### src/rtl/perceptron_layer_sched.sv
// -----------------------------------------------------------------------------
// perceptron_layer_sched
//
// Time-multiplexes one shared Perceptron instance across a layer of M neurons.
// One input vector is accepted per handshake. M weight/bias rows are then
// streamed from an external synchronous weight memory through the perceptron,
// and the M results are collected into an output vector that is held on a
// valid/ready port until the consumer takes it.
//
// Optional feature macro: PERC_SCHED_RELU_EN
//   defined     : each captured result passes through ReLU (negatives store as 0)
//   not defined : p_y is stored unmodified (default)
//
// Ports
//   clk, rst_n         clock, asynchronous active-low reset
//   in_valid/in_ready  input vector handshake (in_ready high only in idle)
//   in_x               input vector, N elements of DATA_WIDTH, sampled on accept
//   w_rd_en, w_addr    weight memory read strobe and row index
//   w_data, b_data     weight row and bias, valid one cycle after w_rd_en
//   p_x, p_w, p_b      drive the perceptron x/w/b inputs
//   p_y                perceptron result
//   out_valid/out_ready result vector handshake
//   out_y              M results, element k = neuron k (two's complement)
//   busy               high in any state except idle
// -----------------------------------------------------------------------------
module perceptron_layer_sched #(
   parameter int unsigned N          = 4,
   parameter int unsigned M          = 8,
   parameter int unsigned PERC_LAT   = 1,
   parameter int unsigned DATA_WIDTH = 8,
   localparam int unsigned AW        = (M > 1) ? $clog2(M) : 1
) (
   input  logic                             clk,
   input  logic                             rst_n,
   // input vector port
   input  logic                             in_valid,
   output logic                             in_ready,
   input  logic [N-1:0][DATA_WIDTH-1:0]     in_x,
   // weight memory port
   output logic                             w_rd_en,
   output logic [AW-1:0]                    w_addr,
   input  logic [N-1:0][DATA_WIDTH-1:0]     w_data,
   input  logic [DATA_WIDTH-1:0]            b_data,
   // perceptron port
   output logic [N-1:0][DATA_WIDTH-1:0]     p_x,
   output logic [N-1:0][DATA_WIDTH-1:0]     p_w,
   output logic [DATA_WIDTH-1:0]            p_b,
   input  logic [DATA_WIDTH-1:0]            p_y,
   // result port
   output logic                             out_valid,
   input  logic                             out_ready,
   output logic [M-1:0][DATA_WIDTH-1:0]     out_y,
   output logic                             busy
);

   typedef enum logic [1:0] {
      StIdle,
      StIssue,
      StDrain,
      StDone
   } state_t;

   localparam logic [AW-1:0] LastRow = AW'(M - 1);

   state_t                           state;
   logic [N-1:0][DATA_WIDTH-1:0]     x_reg;

   // Tag pipeline. The registered w_rd_en/w_addr pair is the issue stage; the
   // PERC_LAT stages below follow it, so the last stage lines up with the cycle
   // in which p_y for that row is valid.
   logic [PERC_LAT-1:0]              tag_vld;
   logic [PERC_LAT-1:0][AW-1:0]      tag_idx;

   logic                             cap_vld;
   logic [AW-1:0]                    cap_idx;
   logic [DATA_WIDTH-1:0]            cap_val;
   logic                             pipe_empty;

   // ---------------------------------------------------------------------------
   // Perceptron operand routing
   // ---------------------------------------------------------------------------
   assign p_x = x_reg;
   assign p_w = w_data;
   assign p_b = b_data;

   // ---------------------------------------------------------------------------
   // Control FSM with registered outputs
   // ---------------------------------------------------------------------------
   always_ff @(posedge clk or negedge rst_n) begin
      if (!rst_n) begin
         state     <= StIdle;
         in_ready  <= 1'b1;
         busy      <= 1'b0;
         out_valid <= 1'b0;
         w_rd_en   <= 1'b0;
         w_addr    <= '0;
         x_reg     <= '0;
      end else begin
         unique case (state)
            StIdle: begin
               if (in_valid) begin
                  x_reg    <= in_x;
                  w_addr   <= '0;
                  w_rd_en  <= 1'b1;
                  in_ready <= 1'b0;
                  busy     <= 1'b1;
                  state    <= StIssue;
               end
            end
            StIssue: begin
               // one row per cycle, no stalls
               if (w_addr == LastRow) begin
                  w_rd_en <= 1'b0;
                  w_addr  <= '0;
                  state   <= StDrain;
               end else begin
                  w_addr <= w_addr + AW'(1);
               end
            end
            StDrain: begin
               // the last row's tag is still in flight on the first drain cycle,
               // so emptiness here means result M-1 has already been written
               if (pipe_empty) begin
                  out_valid <= 1'b1;
                  state     <= StDone;
               end
            end
            StDone: begin
               if (out_ready) begin
                  out_valid <= 1'b0;
                  in_ready  <= 1'b1;
                  busy      <= 1'b0;
                  state     <= StIdle;
               end
            end
            default: begin
               state <= StIdle;
            end
         endcase
      end
   end

   // ---------------------------------------------------------------------------
   // Tag pipeline
   // ---------------------------------------------------------------------------
   always_ff @(posedge clk or negedge rst_n) begin
      if (!rst_n) begin
         tag_vld <= '0;
         tag_idx <= '0;
      end else begin
         tag_vld[0] <= w_rd_en;
         tag_idx[0] <= w_addr;
         for (int i = 1; i < int'(PERC_LAT); i++) begin
            tag_vld[i] <= tag_vld[i-1];
            tag_idx[i] <= tag_idx[i-1];
         end
      end
   end

   assign pipe_empty = ~|tag_vld;
   assign cap_vld    = tag_vld[PERC_LAT-1];
   assign cap_idx    = tag_idx[PERC_LAT-1];

   // ---------------------------------------------------------------------------
   // Result post-processing
   // ---------------------------------------------------------------------------
   always_comb begin
      cap_val = p_y;
`ifdef PERC_SCHED_RELU_EN
      if (p_y[DATA_WIDTH-1]) begin
         cap_val = '0;
      end
`endif
   end

   // ---------------------------------------------------------------------------
   // Result vector: entries persist until overwritten by the next layer
   // ---------------------------------------------------------------------------
   always_ff @(posedge clk or negedge rst_n) begin
      if (!rst_n) begin
         out_y <= '0;
      end else begin
         for (int k = 0; k < int'(M); k++) begin
            if (cap_vld && (cap_idx == AW'(k))) begin
               out_y[k] <= cap_val;
            end
         end
      end
   end

endmodule

### config.mk
export PLATFORM = sky130hd
export DESIGN_NAME = perceptron_layer_sched
export DESIGN_NICKNAME = d
export VERILOG_FILES = /design/src/rtl/perceptron_layer_sched.sv
export SDC_FILE = /design/constraint.sdc
export NUM_CORES = 1
export LEC_CHECK = 0
export BUFFER_PORTS_ARGS = -buffer_cell sky130_fd_sc_hd__buf_4
export CAP_MARGIN = 15
export CORE_MARGIN = 5
export CORE_UTILIZATION = 35
export DETAILED_ROUTE_END_ITERATION = 6
export SLEW_MARGIN = 10
export SYNTH_ARGS = -nofsm -noshare
export SYNTH_HDL_FRONTEND = slang
export SYNTH_SLANG_ARGS = --single-unit
### constraint.sdc
create_clock -name clk -period 3.25 [get_ports clk]
set_input_delay 0.4875 -clock clk [delete_from_list [all_inputs] [get_ports clk]]
set_output_delay 0.4875 -clock clk [all_outputs]
set_load 0.05 [all_outputs]
==> results.md <==
* Crit. End Element: register
* Initial core utilization at 35.8%
* First-pass detailed-route iteration total at 4
* Fraction of layout instances using a drive strength above 1 at 64.2%
* Die boundary height at 124 um
* Worst path cell trace: inv_1 > ha_1 > nand2_1 > buf_4 > mux2_2
* Portion of the post-synthesis area used by sequential elements at around three fifths
* Maximum number of pins on one net before global-route repair at 89
* Level count of the clock H-tree at 3
* Number of placed I/O pins at between 200 and 250
* Ant. Diodes at 0
* Number of buffers inserted to repair setup after CTS at 0
* Clock transition at the registers of the reported paths at approximately 0.070 ns
* Chip width at 124 um
* Period Utilization, post-route at a little over half
* HPWL Detailed at 7510 um
* Fin. max-slew vios at 0
* Placer Congestion at 0.793
* Tightest Pin Transition at 0.792 ns
* Resized Gates After CTS at 0
* Cell area after synthesis at between 4000 and 5000 um2
* Slack of the worst reg-to-reg path at 1.51 ns
* Post-Syn Instances at between 200 and 300
* CTS Buffer Depth at 2
* Post-route setup TNS at 0 ns
* Average via count per standard cell at 4.70
* Synth unique cells at 23
* Wire length reported by the detailed router at 10300 um
* Critical setup path kind: register to register
* Stage delay of the slowest cell on the critical path at just over 0.4 ns
* Number of global-route vias before repair at 2912
* Clock Latency Late Sink at around 0.35 ns
* Place WS at 1.52 ns
* Final hold violation count at 0
* Number of nets still failing antenna checks after routing at 0
* Quantity of I/O buffers inserted on ports at 146
* Clk Tree Root Cell: clkbuf_16
* Cell family contributing the most delay on the critical path: buffers and inverters
* Critical path buffer and inverter count at 2
* Remaining global-route overflow at 0
* First DRT Iteration DRCs at 127
* Min Clock Period, post-route at about 1.7 ns
* Area of the core at 12700 um2
* Wire length of the first global-routing pass at 15800 um
* Most common cell after layout, fill and taps aside: buf_4
* TritonCTS clock tree: built
* RSZ-0062 raised after global routing: false
* Max Clock Skew at about 0.0054 ns
* Final Setup Violations at 0
* Peak fanout along the critical path at 32
* Share of the core filled with cells in the final layout at a little under half
* Number of clock sinks at 109
* Setup ws final at 1.51 ns
* Area overhead of the layout relative to synthesis at 29.2%
* Floorplan die area at 15300 um2
* Type of origin of the critical path: register
* Syn_area_per_cell at 15.2 um2
* Endpoint arrival time on the critical path at 1.97 ns
* Wire length per cell after detailed routing at 17.5 um
* Synth Register Bits at 109
* Number of CTS-inserted buffers at 9
* Result of the run: completed
* Remaining design rule violation count at 0
* Post-synthesis net count at 388
* # Max-Cap Violations at 0
* Antenna violations before repair at 0
* Core Rows at 41
* Number of nets at the end of the flow at roughly 500
* Required time worst endpoint at 3.48 ns
* Hold-fix buffer count after cts at 0
* Headroom to the max-slew limit at 47.2%
* Total routing usage reported by global routing at 13.6%
* Most frequent cells in the layout: buf_4, dfrtp_1, mux2_2
* Total number of vias at 2762
* Worst hold path class: input pin to asynchronous set/reset pin
* Total of warnings raised by yosys at 0
* Fmax achieved at 575 MHz
* Library cell contributing the largest single delay on the critical path: dfrtp_1
[kinds of logic (layout without fill, tap and decap cells)]
family / after synthesis / in the layout / synth area share [%]
mux: 97 / 97 / 24.1
fa+ha+maj: 6 / 6 / 1.66
simple gates: 22 / 22 / 3.98
flops: 109 / 109 / 60.2
buf+inv: 50 / 168 / 7.79
compound gates: 14 / 14 / 2.24
[per-layer routing]
metal  track usage [%]  routed length, um
met1              16.4               4150
met2              21.0               4770
met3              6.63               1210
met4              5.19                145
met5                 0                  0
[flip-flops by register name (all words and copies together), names as in the netlist]
register / cells
out_valid: 1
cap_vld: 1
in_ready: 1
w_rd_en: 1
p_x: 32
out_y: 64
cap_idx: 3
busy: 1
w_addr: 3
state: 2
[final timing paths]
path	startpoint	endpoint	depth (start not counted)
worst max-delay path	state[0]	p_x[30]	5
worst min-delay path	rst_n	out_y[42]	1
worst max register to register	state[0]	p_x[30]	5
worst min register to register	w_addr[1]	cap_idx[1]	0
max in group asynchronous	rst_n	p_x[12]	2
min in group clk	in_x[2]	p_x[2]	2
[metrics by stage]
| stage | std cells | hold slack, ns | cell area, um2 |
|---|---|---|---|
| final | 588 | 0.206 | 5850 |
| after global routing | 588 | 0.264 | 5850 |
| after CTS | 588 | 0.348 | 5850 |
| after detailed placement | 572 | 0.433 | 5520 |
| after global placement | 572 | 0.426 | 5520 |
| after floorplan | 298 | 0.192 | 4530 |
[synthesized netlist by cell type]
master	n	area, um2
a21oi_1	3	15.0
a22o_1	2	17.5
a32o_1	3	30.0
and4_1	1	8.76
buf_2	6	30.0
buf_4	40	300
buf_6	1	11.3
dfrtp_1	108	2700
dfstp_2	1	26.3
ha_1	6	75.1
inv_1	3	11.3
mux2_2	97	1090
nand2_1	7	26.3
nand2b_1	4	25.0
nand2b_4	1	13.8
nand4_1	1	6.26
nand4b_1	3	26.3
nor2_1	1	3.75
nor3_4	2	32.5
nor3b_4	2	37.5
o21ai_0	4	20.0
o2bb2ai_1	1	8.76
o32a_1	1	10.0
[cell type report]
class,count,area [um2]
clock buffers,11,243
fillers,1135,6820
clock inverters,5,82.6
inverters,3,11.3
multi-input cells,139,1450
repair buffers,149,1120
well taps,172,215
flip-flops and latches,109,2730
Power is left out: the tool's default activity adds up to more than one toggle a clock period on the data nets, which glitch-free logic cannot reach.
